File: src/rtl/store_buffer_if.sv
// Memory-side write port of the store buffer: a request/acknowledge handshake
// that carries one word-aligned, byte-masked write per accepted request.
interface store_buffer_if #(
  parameter int AW = 32,
  parameter int DW = 32
);
  logic              memReq;
  logic [AW-1:0]     memAddr;
  logic [DW-1:0]     memData;
  logic [DW/8-1:0]   memMask;
  logic              memAck;

  modport master (
    output memReq,
    output memAddr,
    output memData,
    output memMask,
    input  memAck
  );

  modport slave (
    input  memReq,
    input  memAddr,
    input  memData,
    input  memMask,
    output memAck
  );
endinterface

File: src/rtl/store_buffer.sv
// Posted-write buffer between the MEM stage and data memory: in-order drain,
// youngest-entry load forwarding, partial-overlap conflict detection and fencing.
module store_buffer #(
  parameter int DEPTH = 4,
  parameter int AW    = 32,
  parameter int DW    = 32
) (
  input  logic                       clk,
  input  logic                       resetIn,

  input  logic                       storeValid,
  input  logic [AW-1:0]              storeAddr,
  input  logic [DW-1:0]              storeData,
  input  logic [DW/8-1:0]            storeMask,
  output logic                       storeReady,

  input  logic                       loadValid,
  input  logic [AW-1:0]              loadAddr,
  input  logic [DW/8-1:0]            loadMask,
  output logic                       loadHit,
  output logic [DW-1:0]              loadHitData,
  output logic                       loadConflict,

  input  logic                       flushReq,
  output logic                       drained,

  store_buffer_if.master             memPort,

  output logic [$clog2(DEPTH):0]     count,
  output logic                       empty
);

  localparam int PW = $clog2(DEPTH);
  localparam int CW = PW + 1;
  localparam int MW = DW / 8;

  typedef enum logic {
    RUN   = 1'b0,
    DRAIN = 1'b1
  } state_t;

  logic [AW-1:0]  r_addr [DEPTH];
  logic [DW-1:0]  r_data [DEPTH];
  logic [MW-1:0]  r_mask [DEPTH];
  logic [PW-1:0]  r_head;
  logic [PW-1:0]  r_tail;
  logic [CW-1:0]  r_count;
  state_t         r_state;
  logic           r_drained;

  logic           w_push;
  logic           w_pop;
  logic           w_memReq;
  logic [CW-1:0]  w_countNext;
  logic           w_fwdFound;
  logic [PW-1:0]  w_fwdIdx;
  logic [PW-1:0]  w_slot;
  logic           w_fwdCovers;
  logic           w_unused;

  // Readiness comes only from registered state, so a full buffer never
  // accepts a store in the same cycle that the head is being acked.
  assign storeReady  = (r_state == RUN) && (r_count < CW'(DEPTH));
  assign w_memReq    = (r_count != '0);
  assign w_push      = storeValid && storeReady;
  assign w_pop       = w_memReq && memPort.memAck;
  assign w_countNext = r_count + CW'(w_push) - CW'(w_pop);

  assign memPort.memReq  = w_memReq;
  assign memPort.memAddr = r_addr[r_head];
  assign memPort.memData = r_data[r_head];
  assign memPort.memMask = r_mask[r_head];

  assign count   = r_count;
  assign empty   = (r_count == '0);
  assign drained = r_drained;

  assign w_unused = ^{storeAddr[1:0], loadAddr[1:0]};

  always_ff @(posedge clk or negedge resetIn) begin
    if (!resetIn) begin
      for (int i = 0; i < DEPTH; i++) begin
        r_addr[i] <= '0;
        r_data[i] <= '0;
        r_mask[i] <= '0;
      end
    end else if (w_push) begin
      r_addr[r_tail] <= {storeAddr[AW-1:2], 2'b00};
      r_data[r_tail] <= storeData;
      r_mask[r_tail] <= storeMask;
    end
  end

  always_ff @(posedge clk or negedge resetIn) begin
    if (!resetIn) begin
      r_head  <= '0;
      r_tail  <= '0;
      r_count <= '0;
    end else begin
      if (w_push) begin
        r_tail <= r_tail + PW'(1);
      end
      if (w_pop) begin
        r_head <= r_head + PW'(1);
      end
      r_count <= w_countNext;
    end
  end

  // A fence on an already-empty buffer completes immediately; otherwise the
  // buffer stops accepting stores until the last pending entry is acked.
  always_ff @(posedge clk or negedge resetIn) begin
    if (!resetIn) begin
      r_state   <= RUN;
      r_drained <= 1'b0;
    end else begin
      r_drained <= 1'b0;
      case (r_state)
        RUN: begin
          if (flushReq) begin
            if (r_count == '0) begin
              r_drained <= 1'b1;
            end else begin
              r_state <= DRAIN;
            end
          end
        end
        DRAIN: begin
          if (w_countNext == '0) begin
            r_state   <= RUN;
            r_drained <= 1'b1;
          end
        end
        default: r_state <= RUN;
      endcase
    end
  end

  // Walk entries oldest to youngest so the last match wins.
  always_comb begin
    w_fwdFound = 1'b0;
    w_fwdIdx   = '0;
    w_slot     = '0;
    for (int i = 0; i < DEPTH; i++) begin
      w_slot = r_head + PW'(i);
      if ((CW'(i) < r_count) && (r_addr[w_slot][AW-1:2] == loadAddr[AW-1:2])) begin
        w_fwdFound = 1'b1;
        w_fwdIdx   = w_slot;
      end
    end
  end

  assign w_fwdCovers  = ((r_mask[w_fwdIdx] & loadMask) == loadMask);
  assign loadHit      = loadValid && w_fwdFound && w_fwdCovers;
  assign loadConflict = loadValid && w_fwdFound && !w_fwdCovers;
  assign loadHitData  = loadHit ? r_data[w_fwdIdx] : '0;

endmodule

File: src/flat_wrapper.sv
// flat-port wrapper written by rule: the top's interface ports become plain ports
module store_buffer_flat 
#(
  parameter int DEPTH = 4,
  parameter int AW    = 32,
  parameter int DW    = 32
)
  (clk, resetIn, storeValid, storeAddr, storeData, storeMask, storeReady, loadValid, loadAddr, loadMask, loadHit, loadHitData, loadConflict, flushReq, drained, count, empty, memPort_memReq, memPort_memAddr, memPort_memData, memPort_memMask, memPort_memAck);
  store_buffer_if #(.AW(AW), .DW(DW)) memPort_i ();
  input  logic clk;
  input  logic resetIn;
  input  logic storeValid;
  input  logic [AW-1:0] storeAddr;
  input  logic [DW-1:0] storeData;
  input  logic [DW/8-1:0] storeMask;
  output logic storeReady;
  input  logic loadValid;
  input  logic [AW-1:0] loadAddr;
  input  logic [DW/8-1:0] loadMask;
  output logic loadHit;
  output logic [DW-1:0] loadHitData;
  output logic loadConflict;
  input  logic flushReq;
  output logic drained;
  output logic [$clog2(DEPTH):0] count;
  output logic empty;
  output wire logic [$bits(memPort_i.memReq)-1:0] memPort_memReq;
  output wire logic [$bits(memPort_i.memAddr)-1:0] memPort_memAddr;
  output wire logic [$bits(memPort_i.memData)-1:0] memPort_memData;
  output wire logic [$bits(memPort_i.memMask)-1:0] memPort_memMask;
  input wire logic [$bits(memPort_i.memAck)-1:0] memPort_memAck;
  assign memPort_memReq = memPort_i.memReq;
  assign memPort_memAddr = memPort_i.memAddr;
  assign memPort_memData = memPort_i.memData;
  assign memPort_memMask = memPort_i.memMask;
  assign memPort_i.memAck = memPort_memAck;
  store_buffer #(.DEPTH(DEPTH), .AW(AW), .DW(DW)) u_core (.clk(clk), .resetIn(resetIn), .storeValid(storeValid), .storeAddr(storeAddr), .storeData(storeData), .storeMask(storeMask), .storeReady(storeReady), .loadValid(loadValid), .loadAddr(loadAddr), .loadMask(loadMask), .loadHit(loadHit), .loadHitData(loadHitData), .loadConflict(loadConflict), .flushReq(flushReq), .drained(drained), .memPort(memPort_i), .count(count), .empty(empty));
endmodule
File: config.mk
export PLATFORM = sky130hd
export DESIGN_NAME = store_buffer_flat
export DESIGN_NICKNAME = d
export VERILOG_FILES = /design/src/rtl/store_buffer_if.sv /design/src/rtl/store_buffer.sv /design/src/flat_wrapper.sv
export SDC_FILE = /design/constraint.sdc
export NUM_CORES = 1
export LEC_CHECK = 0
export CELL_PAD_IN_SITES_DETAIL_PLACEMENT = 1
export CELL_PAD_IN_SITES_GLOBAL_PLACEMENT = 2
export CORE_ASPECT_RATIO = 1.25
export CORE_MARGIN = 1.5
export CORE_UTILIZATION = 35
export CTS_BUF_LIST = sky130_fd_sc_hd__clkbuf_2 sky130_fd_sc_hd__clkbuf_4 sky130_fd_sc_hd__clkbuf_8
export DETAILED_ROUTE_END_ITERATION = 7
export GPL_ROUTABILITY_DRIVEN = 0
export GPL_TIMING_DRIVEN = 0
export PLACE_DENSITY_LB_ADDON = 0.1
export SYNTH_ARGS = -nofsm -noshare
export SYNTH_HDL_FRONTEND = slang
export SYNTH_SLANG_ARGS = --single-unit
File: constraint.sdc
create_clock -name clk -period 7 [get_ports clk]
set_input_delay 1.05 -clock clk [delete_from_list [all_inputs] [get_ports clk]]
set_output_delay 1.05 -clock clk [all_outputs]
set_load 0.005 [all_outputs]
==> metrics.log, run 1 <==
INFO  metric run_status = finished clean
INFO  metric vias_per_cell = 5.764
INFO  metric global_route_wire_length_before_repair = 99.65 mm
INFO  metric postRouteAntennaNets = 0
INFO  metric via_count_of_the_first_global_routing_pass = 14560
INFO  metric hold_viol_final = 0
INFO  metric detailedRoute.firstPassIterationCount = 5
INFO  metric path_delay_family = buffers and inverters
INFO  metric insertion_delay = 0.64 ns
INFO  metric cts-hold-fix-buffers = 0
INFO  metric critical_path.n_buffers_inverters = 4
INFO  metric setup-tns-final = 0 ns
INFO  metric area.sequential = 6832 um^2
INFO  metric route.met3.wl = 3.629 mm
INFO  metric core_region_area = 49640 um^2
INFO  metric remaining_max_slew_budget_at_the_tightest_pin = 20.27%
INFO  metric post_layout_nonfiller_instances = 2296
INFO  metric timing.critical_path.arrival = 5.82 ns
INFO  metric critical_path_peak_fanout = 10
INFO  metric clkTransAtPathRegs = 0.07 ns
INFO  metric synth_ff_type = dfrtp_1
INFO  metric path_common_cell = clkdlybuf4s50_1
INFO  metric grt-ovfl-total = 0
INFO  metric portBuffers = 190
INFO  metric highest-signal-layer = met5
INFO  metric synth-edff-count = 0
INFO  metric sequence_of_cells_on_the_critical_path = clkdlybuf4s50_1 > clkbuf_2 > o2bb2ai_1 > o32a_1 > or4_1 > nor4_4 > nand3_2 > a21o_1 > o21ai_4 > mux2_2 > o211ai_1 > a2bb2oi_4 > buf_12 > and2b_1 > clkdlybuf4s50_1
INFO  metric post-synth-top-count-cell = mux2_2
INFO  metric clock_tree_from_tritoncts = built
INFO  metric synth-seq-area-share = 38.63%
INFO  metric cp_slowest_cell = or4_1
INFO  metric remaining_drc_errors = 0
INFO  metric synth_cell_type_count = 72
INFO  metric cts_made_buffers = 49
INFO  metric die_wd = 204.0 um
INFO  metric route.detailed.wl_per_inst = 29.52 um
INFO  metric post-place-cells = 2209
INFO  metric clock_tree.htree_level_count = 2
INFO  metric drt_iter0_markers = 652
INFO  metric dp.final_hpwl = 50.62 mm
INFO  metric met2WireLength = 34.99 mm
INFO  metric fmax = 145.5 MHz
INFO  metric power-per-cell-area = 498.8 nW/um^2
INFO  metric finish.net_count = 1733
INFO  metric mappedNetlistArea = 17680 um^2
INFO  metric fin_total_pwr = 11.07 mW
INFO  metric synthesis.area_per_instance = 12.95 um^2
INFO  metric detail_route.wirelength = 67.78 mm
INFO  metric synth_area_leaders = dfrtp_1 39%, mux2_2 19%, mux4_2 12%
INFO  metric netlist.area_leader.share = 38.63%
INFO  metric area_delta_synth_final = 25.51%
INFO  metric clock_skew = 0.02468 ns
INFO  metric report.final.slew_viol_count = 0
INFO  metric ys_seq_elements = 273
INFO  metric floorplan.io_pins = 219
INFO  metric fin_crit_sh = 98.17%
INFO  metric netlist_top_cells_count = 306 x mux2_2, 273 x dfrtp_1, 141 x mux2i_1
INFO  metric drive_above_1_share = 39.05%
INFO  metric drt-met1-wl = 25.63 mm
INFO  metric post_synthesis_cells = 1365
INFO  metric finalSetupViolations = 0
INFO  metric groute.usage.overall = 26.45%
INFO  metric worst-slew-pin-transition = 1.196 ns
INFO  metric synth_async_sr_flop_share = 100.0%
INFO  metric total_area_of_multi_input_combinational_cells = 10610 um^2
INFO  metric cts_root_buffer = clkbuf_8
INFO  metric fillCellCount = 5213
INFO  metric floorplan.die_area = 51890 um^2
INFO  metric synthesis.yosys.warnings = 0
INFO  metric hold_class = in -> async
INFO  metric synth_top_area_cell = dfrtp_1
INFO  metric start_kind = input port
INFO  metric cp_slowest_stage_delay = 0.65 ns
INFO  metric setup.worst_path.end_class = output pin
INFO  metric critPathRequiredTime = 5.95 ns
INFO  metric timing.setup.critical_path_class = in -> out
INFO  metric vias = 13230
INFO  metric fin_crit = 6.872 ns
INFO  metric irDropWorstVdd = 186.8 uV
INFO  metric maxCapViolCount = 0
INFO  metric static-leakage-power = 9.031 nW
INFO  metric placement_rows = 91
INFO  metric largest_net_degree_at_the_start_of_global_routing = 108
INFO  metric initial_utilization = 35.62%
INFO  metric antenna_found_initial = 4
INFO  metric die_y = 254.3 um
INFO  metric cts_max_path_buffers = 3
INFO  metric cts_sinks = 273
-- repair_timing --
action	CTS	global route
pin swaps	9	11
setup buffers	4	1
cloned	0	0
endpoints found under the hold margin	0	0
endpoints found under the setup margin	43	34
gates resized for setup	93	74
-- path summary, 6_finish.rpt --
path | start | to | slack (ns) | depth (start not counted)
worst max-delay path | loadAddr[30] | loadConflict | 0.13 | 15
worst min-delay path | resetIn | u_core.r_addr[56]$_DFFE_PN0P_ | 0.50 | 1
worst max register to register | u_core.r_head[0]$_DFFE_PN0P_ | u_core.r_head[1]$_DFFE_PN0P_ | 2.64 | 11
worst min register to register | u_core.r_data[110]$_DFFE_PN0P_ | u_core.r_data[110]$_DFFE_PN0P_ | 0.53 | 1
max in group asynchronous | resetIn | u_core.r_mask[8]$_DFFE_PN0P_ | 5.17 | 3
min in group clk | u_core.r_data[110]$_DFFE_PN0P_ | u_core.r_data[110]$_DFFE_PN0P_ | 0.53 | 1
-- layout by cell type, fill, tap and decap left out, drive strengths merged, types with 15 or more instances in the layout --
master	count
nand2	22
dfrtp	273
mux2i	141
nor2	52
o21ai	24
mux2	306
xor2	15
xnor2	76
a21oi	15
buf	67
mux4	97
a2111oi	38
clkbuf	127
clkdlybuf4s50	181
inv	27
-- state kept, by name, indices dropped and copies added (netlist names) --
signal	flops
u_core.r_data	128
u_core.r_addr	120
u_core.r_mask	16
u_core.count	3
u_core.r_head	2
u_core.r_tail	2
u_core.drained	1
u_core.r_state	1
-- cell families after synthesis --
family                   Yosys count  synth area share [%]
AO/OA/AOI/OAI                    156                 8.137
XOR/XNOR                          91                 4.507
adder cells (fa/ha/maj)            9                0.6793
buffers and inverters            145                 4.054
flip-flops                       273                 38.63
multiplexers                     544                 39.82
other                              1               0.02121
AND/OR/NAND/NOR                  146                 4.146
-- through the flow --
step                utilization [%]  setup slack (ns)  cell area (um^2)  hold WS (ns)
global placement              41.10            -7.411             20400        0.5071
detailed placement            41.22           -0.5149             20460        0.5163
CTS                           44.08         0.0002487             21880        0.5026
global route                  44.71         -0.009809             22190        0.5355
floorplan                         -             1.728             17690        0.4919
finish                        44.71            0.1284             22190        0.4971
-- per-layer routing --
metal | track usage (%) | up-vias
met3 | 5.431 | 146
met4 | 12.10 | 6
met1 | 30.29 | 6973
met5 | 0 | -
met2 | 47.25 | 407
li1 | - | 5702
-- layout make-up --
cell class / count / area share [%]
Multi-Input combinational cell: 948 / 47.82
Clock buffer: 69 / 4.053
Buffer: 118 / 3.664
Sequential cell: 273 / 30.78
Inverter: 27 / 0.4566
Clock inverter: 12 / 0.4454
Antenna cell: 1 / 0.01128
Tap cell: 651 / 3.670
Timing Repair Buffer: 197 / 9.099
-- power breakdown --
part	internal [mW]	leakage [nW]	switching (mW)
Sequential	2.30	3.47	0.738
Combinational	3.28	5.03	3.18
Clock	0.860	0.532	0.708
Total	6.45	9.03	4.63
No activity file was read; power rests on OpenSTA's default activity.
==> run 2, diff against run 1 <==
- ABC_AREA: unset -> 0
- CAP_MARGIN: unset -> 0
- RECOVER_POWER: unset -> 50
==> metrics.log, run 2 (same netlist as run 1, synthesis figures left out) <==
INFO  metric remaining_max_slew_budget_at_the_tightest_pin = -253.2% (was 20.27%)
INFO  metric top_register = u_core.r_data (unchanged)
INFO  metric hold_viol_final = 0 (unchanged)
INFO  metric most-common-layout-cells = 306 x mux2_2, 273 x dfrtp_1, 179 x clkdlybuf4s50_1, 120 x mux2i_1, 97 x mux4_2 (was 306 x mux2_2, 273 x dfrtp_1, 181 x clkdlybuf4s50_1, 120 x mux2i_1, 97 x mux4_2)
INFO  metric final_common_cell = mux2_2 (unchanged)
INFO  metric finish.net_count = 1733 (unchanged)
INFO  metric setup-tns-final = 0 ns (unchanged)
INFO  metric fin_util = 44.66% (was 44.71%)
INFO  metric drt_iter0_markers = 633 (was 652)
INFO  metric cts_made_buffers = 49 (unchanged)
INFO  metric groute.usage.overall = 26.45% (unchanged)
INFO  metric fin_crit_sh = 98.26% (was 98.17%)
INFO  metric antenna_found_initial = 4 (unchanged)
INFO  metric cp_slowest_cell = or4_1 (unchanged)
INFO  metric die_y = 254.3 um (unchanged)
INFO  metric cp_slowest_stage_delay = 0.66 ns (was 0.65 ns)
INFO  metric die_wd = 204.0 um (unchanged)
INFO  metric dp_worst_setup_slack = -0.5149 ns (unchanged)
INFO  metric clkTransAtPathRegs = 0.06 ns (was 0.07 ns)
INFO  metric postLayoutCellArea = 22170 um^2 (was 22190 um^2)
INFO  metric fin_total_pwr = 11.07 mW (about the same)
INFO  metric place_area = 20460 um^2 (unchanged)
INFO  metric largest_net_degree_at_the_start_of_global_routing = 108 (unchanged)
INFO  metric critical_path.n_buffers_inverters = 4 (unchanged)
INFO  metric start_kind = input port (unchanged)
INFO  metric cts_root_buffer = clkbuf_8 (unchanged)
INFO  metric postRouteAntennaNets = 0 (unchanged)
INFO  metric insertion_delay = 0.64 ns (about the same)
INFO  metric static-leakage-power = 9.020 nW (was 9.031 nW)
INFO  metric sequence_of_cells_on_the_critical_path = clkdlybuf4s50_1 > clkbuf_2 > o2bb2ai_1 > o32a_1 > or4_1 > nor4_4 > nand3_2 > a21o_1 > o21ai_4 > mux2_2 > o211ai_1 > a2bb2oi_4 > buf_12 > and2b_1 > clkdlybuf4s50_1 (unchanged)
INFO  metric route.detailed.wl_per_inst = 29.52 um (about the same)
INFO  metric report.final.slew_viol_count = 108 (was 0)
INFO  metric portBuffers = 190 (unchanged)
INFO  metric floorplan.io_pins = 219 (unchanged)
INFO  metric area_delta_synth_final = 25.38% (was 25.51%)
INFO  metric fin_crit = 6.878 ns (was 6.872 ns)
INFO  metric clock_skew = 0.02602 ns (was 0.02468 ns)
INFO  metric grt-ovfl-total = 0 (unchanged)
INFO  metric clock_tree_from_tritoncts = built (unchanged)
INFO  metric vias_per_cell = 5.767 (was 5.764)
INFO  metric timing.rr.start = u_core.r_head[0]$_DFFE_PN0P_ (unchanged)
INFO  metric timing.setup.critical_path_class = in -> out (unchanged)
INFO  metric placement_rows = 91 (unchanged)
INFO  metric core_region_area = 49640 um^2 (unchanged)
INFO  metric failed_checks = capacitance limit, slew limit
INFO  metric final.setup.worst_slack = 0.1216 ns (was 0.1284 ns)
INFO  metric critical_path_peak_fanout = 10 (unchanged)
INFO  metric finalSetupViolations = 0 (unchanged)
INFO  metric detailedRoute.firstPassIterationCount = 5 (unchanged)
INFO  metric remaining_drc_errors = 0 (unchanged)
INFO  metric vias = 13250 (was 13230)
INFO  metric run_status = complete, but fails checks (was finished clean)
INFO  metric max_ffs_per_register = 128 (unchanged)
INFO  metric timing.critical_path.arrival = 5.83 ns (was 5.82 ns)
INFO  metric cts_max_path_buffers = 3 (unchanged)
INFO  metric setup.worst_path.end_class = output pin (unchanged)
INFO  metric top_regs = u_core.r_data (128), u_core.r_addr (120), u_core.r_mask (16) (unchanged)
INFO  metric hold_class = reg -> reg (was in -> async)
INFO  metric maxCapViolCount = 1 (was 0)
INFO  metric post-place-cells = 2209 (unchanged)
INFO  metric floorplan.die_area = 51890 um^2 (unchanged)
INFO  metric worstHoldStart = u_core.r_data[110]$_DFFE_PN0P_
INFO  metric path_delay_family = buffers and inverters (unchanged)
INFO  metric initial_utilization = 35.62% (unchanged)
INFO  metric fmax = 145.4 MHz (was 145.5 MHz)
INFO  metric path_common_cell = clkdlybuf4s50_1 (unchanged)
INFO  metric clock_tree.htree_level_count = 2 (unchanged)
INFO  metric via_count_of_the_first_global_routing_pass = 14560 (unchanged)
INFO  metric worst_hold_slack = 0.5285 ns (was 0.4971 ns)
INFO  metric cts_sinks = 273 (unchanged)
INFO  metric drive_above_1_share = 38.99% (was 39.05%)
INFO  metric post_layout_nonfiller_instances = 2297 (was 2296)
INFO  metric irDropWorstVdd = 186.8 uV (about the same)
INFO  metric power-per-cell-area = 499.4 nW/um^2 (was 498.8 nW/um^2)
INFO  metric critPathRequiredTime = 5.95 ns (about the same)
INFO  metric worst-slew-pin-transition = 5.298 ns (was 1.196 ns)
INFO  metric worst_setup_path_startpoint = loadAddr[30] (unchanged)
INFO  metric dp.final_hpwl = 50.62 mm (unchanged)
INFO  metric global_route_wire_length_before_repair = 99.65 mm (unchanged)
INFO  metric detail_route.wirelength = 67.81 mm (was 67.78 mm)
==> run 2: layout make-up <==
class / instances / area [um^2]
tap: 651 / 814.5
antenna: 2 / 5.005
clock inverter: 12 / 98.84
buffer: 118 / 813.3
sequential: 273 / 6832
timing repair buffer: 197 / 1994
inverter: 27 / 101.3
multi-input combinational: 948 / 10610
fill: 5217 / 27470
clock buffer: 69 / 899.6
==> run 2: what timing repair did <==
item,in CTS,in global routing
endpoints found under the setup margin,43,34
pin swaps,9,11
resized for setup,93,74
hold buffers,0,0
setup buffers,4,1
==> run 2: where the power goes <==
| part | leakage (nW) | internal (mW) | switching, mW | total [mW] |
|---|---|---|---|---|
| Sequential | 3.47 | 2.30 | 0.740 | 3.04 |
| Clock | 0.532 | 0.860 | 0.710 | 1.57 |
| Combinational | 5.02 | 3.28 | 3.18 | 6.46 |
| Total | 9.02 | 6.44 | 4.63 | 11.1 |
==> run 2: routing by layer <==
metal | track usage (%) | wire (um)
met1 | 30.29 | 25730
met2 | 47.25 | 35050
met3 | 5.431 | 3507
met4 | 12.10 | 3487
met5 | 0 | 37
==> run 2: worst paths after layout <==
kind,end,depth (start not counted),slack [ns]
min in group asynchronous,u_core.r_addr[56]$_DFFE_PN0P_,1,2.61
setup reg to reg,u_core.r_head[1]$_DFFE_PN0P_,11,2.64
setup / recovery,loadConflict,15,0.12
max in group asynchronous,u_core.r_mask[8]$_DFFE_PN0P_,3,1.30
hold reg to reg,u_core.r_data[110]$_DFFE_PN0P_,1,0.53
hold / removal,u_core.r_data[110]$_DFFE_PN0P_,1,0.53
==> run 2: worst reg2reg max path, delay by kind of cell (launching register included) <==
kind / cells / cell delay, ns
simple gates: 1 / 0.14
buf+inv: 9 / 3.59
flops: 1 / 0.34
xor+xnor: 1 / 0.15
==> run 3, diff against run 2 <==
- CORE_UTILIZATION: 35 -> 43
- SLEW_MARGIN: unset -> 25
==> metrics.log, run 3 (same netlist as run 1, synthesis figures left out) <==
INFO  metric cts_made_buffers = 47 (was 49)
INFO  metric fin_util = 54.74% (was 44.66%)
INFO  metric clock_tree.htree_level_count = 2 (unchanged)
INFO  metric vias_per_cell = 6.072 (was 5.767)
INFO  metric portBuffers = 190 (unchanged)
INFO  metric fin_crit_sh = 98.54% (was 98.26%)
INFO  metric fillCellCount = 4068 (was 5217)
INFO  metric largest_net_degree_at_the_start_of_global_routing = 91 (was 108)
INFO  metric grt-ovfl-total = 0 (unchanged)
INFO  metric clkTransAtPathRegs = 0.06 ns (about the same)
INFO  metric core_region_area = 40320 um^2 (was 49640 um^2)
INFO  metric final_common_cell = mux2_2 (unchanged)
INFO  metric initial_utilization = 43.86% (was 35.62%)
INFO  metric placement_rows = 82 (was 91)
INFO  metric floorplan.io_pins = 219 (unchanged)
INFO  metric area.sequential = 6832 um^2 (unchanged)
INFO  metric clock_tree_from_tritoncts = built (unchanged)
INFO  metric worst_hold_slack = 0.5266 ns (was 0.5285 ns)
INFO  metric path_common_cell = buf_6 (was clkdlybuf4s50_1)
INFO  metric floorplan.die_area = 42360 um^2 (was 51890 um^2)
INFO  metric switchingPower = 4.590 mW (was 4.629 mW)
INFO  metric timing.setup.critical_path_class = reg -> out (was in -> out)
INFO  metric drt_iter0_markers = 643 (was 633)
INFO  metric detailedRoute.firstPassIterationCount = 7 (was 5)
INFO  metric setup.worst_path.end_class = output pin (unchanged)
INFO  metric report.final.slew_viol_count = 188 (was 108)
INFO  metric postLayoutCellArea = 22070 um^2 (was 22170 um^2)
INFO  metric static-leakage-power = 9.009 nW (was 9.020 nW)
INFO  metric start_kind = flip-flop (was input port)
INFO  metric irDropWorstVdd = 211.6 uV (was 186.8 uV)
INFO  metric share_seq_of_total_power = 27.6% (was 27.5%)
INFO  metric detail_route.wirelength = 64.39 mm (was 67.81 mm)
INFO  metric top_register = u_core.r_data (unchanged)
INFO  metric cts_sinks = 273 (unchanged)
INFO  metric combinationalPowerShare = 58.4% (was 58.3%)
INFO  metric die_wd = 184.4 um (was 204.0 um)
INFO  metric groute.usage.overall = 30.96% (was 26.45%)
INFO  metric hold_class = reg -> reg (unchanged)
INFO  metric clock_skew = 0.01784 ns (was 0.02602 ns)
INFO  metric area_delta_synth_final = 24.82% (was 25.38%)
INFO  metric pwr-share-clk = 14.0% (was 14.2%)
INFO  metric vias = 13340 (was 13250)
INFO  metric dp_worst_setup_slack = -0.2438 ns (was -0.5149 ns)
INFO  metric cts_max_path_buffers = 3 (unchanged)
INFO  metric drive_above_1_share = 39.20% (was 38.99%)
INFO  metric final.setup.worst_slack = 0.1020 ns (was 0.1216 ns)
INFO  metric critPathRequiredTime = 5.95 ns (about the same)
INFO  metric timing.critical_path.arrival = 5.85 ns (was 5.83 ns)
INFO  metric rsz_0062_raised_after_global_routing = yes
INFO  metric insertion_delay = 0.63 ns (was 0.64 ns)
INFO  metric hold_viol_final = 0 (unchanged)
INFO  metric remaining_max_slew_budget_at_the_tightest_pin = -124.8% (was -253.2%)
INFO  metric max_ffs_per_register = 128 (unchanged)
INFO  metric sequence_of_cells_on_the_critical_path = buf_6 > buf_6 > buf_6 > buf_6 > mux4_2 > xnor2_2 > nand4_1 > nor3_4 > nand3_2 > a21o_1 > o21ai_4 > mux2_2 > o211ai_1 > a2bb2oi_4 > buf_8 > and2b_1 > clkdlybuf4s50_1 (was clkdlybuf4s50_1 > clkbuf_2 > o2bb2ai_1 > o32a_1 > or4_1 > nor4_4 > nand3_2 > a21o_1 > o21ai_4 > mux2_2 > o211ai_1 > a2bb2oi_4 > buf_12 > and2b_1 > clkdlybuf4s50_1)
INFO  metric maxCapViolCount = 3 (was 1)
INFO  metric finalSetupViolations = 0 (unchanged)
INFO  metric run_status = complete, but fails checks (unchanged)
INFO  metric fmax = 145.0 MHz (was 145.4 MHz)
INFO  metric power-per-cell-area = 500.6 nW/um^2 (was 499.4 nW/um^2)
INFO  metric remaining_drc_errors = 0 (unchanged)
INFO  metric die_y = 229.7 um (was 254.3 um)
INFO  metric antenna_found_initial = 9 (was 4)
INFO  metric failed_checks = capacitance limit, slew limit (unchanged)
INFO  metric place_area = 20360 um^2 (was 20460 um^2)
INFO  metric cellInternalPower = 6.460 mW (was 6.444 mW)
INFO  metric critical_path_peak_fanout = 10 (unchanged)
INFO  metric top_regs = u_core.r_data (128), u_core.r_addr (120), u_core.r_mask (16) (unchanged)
INFO  metric dp.final_hpwl = 47.33 mm (was 50.62 mm)
INFO  metric via_count_of_the_first_global_routing_pass = 14580 (was 14560)
INFO  metric cts-hold-fix-buffers = 0 (unchanged)
INFO  metric total_area_of_multi_input_combinational_cells = 10600 um^2 (was 10610 um^2)
INFO  metric cp_slowest_cell = clkdlybuf4s50_1 (was or4_1)
INFO  metric cp_slowest_stage_delay = 0.49 ns (was 0.66 ns)
INFO  metric most-common-layout-cells = 306 x mux2_2, 273 x dfrtp_1, 182 x clkdlybuf4s50_1, 118 x mux2i_1, 97 x mux4_2 (was 306 x mux2_2, 273 x dfrtp_1, 179 x clkdlybuf4s50_1, 120 x mux2i_1, 97 x mux4_2)
INFO  metric sw_share = 41.54% (was 41.81%)
INFO  metric cts_root_buffer = clkbuf_8 (unchanged)
INFO  metric global_route_wire_length_before_repair = 95.65 mm (was 99.65 mm)
INFO  metric postRouteAntennaNets = 0 (unchanged)
INFO  metric fin_crit = 6.898 ns (was 6.878 ns)
INFO  metric worst-slew-pin-transition = 3.371 ns (was 5.298 ns)
INFO  metric route.detailed.wl_per_inst = 29.31 um (was 29.52 um)
INFO  metric finish.net_count = 1736 (was 1733)
==> run 3: changes by cell type in the layout (fill, tap and decap cells not counted), sizes merged <==
cell	previous run	this run
clkinv	10	3
bufinv	1	0
dlymetal6s4s	0	1
clkbuf	128	138
inv	27	29
diode	2	3
clkdlybuf4s15	1	0
dlymetal6s2s	8	5
clkdlybuf4s50	179	182
==> run 3: repair_timing <==
action,CTS,global route
gates cloned,0,1
hold endpoints to repair,0,0
gates resized for setup,70,98
setup endpoints to repair,43,35
pin swaps,7,14
buffers inserted,4,4
==> run 3: final cells by class <==
cell class                 count  share of cell area, %
antenna                        3                0.03401
buffer                       118                  3.741
clock buffer                  74                  4.246
clock inverter                 6                 0.2041
inverter                      27                 0.4592
multi-input combinational    948                  48.01
sequential                   273                  30.95
tap                          546                  3.095
timing repair buffer         202                  9.257
==> run 3: worst max-delay path, delay by kind of cell (launching register included) <==
kind	cells	cell delay (ns)
xor gates and xnor gates	1	0.25
and+or+nand+nor	4	1.03
DFF	1	0.40
AOI/OAI and AO/OA	4	1.17
buffers and inverters	6	1.59
muxes	2	0.77
==> run 3: worst paths after layout <==
check,startpoint,endpoint,slack (ns),cells past startpoint
max reg2reg,u_core.r_head[0]$_DFFE_PN0P_,u_core.r_head[1]$_DFFE_PN0P_,2.61,11
max,u_core.r_head[1]$_DFFE_PN0P_,loadConflict,0.10,17
min,u_core.r_data[45]$_DFFE_PN0P_,u_core.r_data[45]$_DFFE_PN0P_,0.53,1
min reg2reg,u_core.r_data[45]$_DFFE_PN0P_,u_core.r_data[45]$_DFFE_PN0P_,0.53,1
max in group asynchronous,resetIn,u_core.r_mask[12]$_DFFE_PN0P_,1.10,2
min in group asynchronous,resetIn,u_core.r_addr[76]$_DFFE_PN0P_,1.55,1
==> run 3: through the flow <==
stage	cells	power, mW	TNS [ns]
detailed placement	2105	8.988	-4.535
global placement	2102	8.843	-1947.12
global route	2197	11.59	-1.461
finish	2197	11.05	0
CTS	2189	10.77	0
floorplan	1366	6.569	0
==> run 3: routing by layer <==
metal  GRT usage, %  vias to the layer above  share of wire (%)
met1          34.89                     6916                 37
met4          17.65                       12                6.6
met2          53.23                      479                 50
li1               -                     5713                  -
met5              0                        -               0.12
met3          7.428                      220                6.3
==> run 3: power by group through the flow <==
stage | registers [mW] | clock network (mW) | logic (mW)
6_report | 3.05 | 1.54 | 6.46
5_1_grt | 3.15 | 1.66 | 6.79
4_1_cts | 3.01 | 1.60 | 6.16
3_5_place_dp | 3.02 | 0 | 5.97
3_3_place_gp | 2.96 | 0 | 5.89
2_1_floorplan | 2.75 | 0 | 3.82
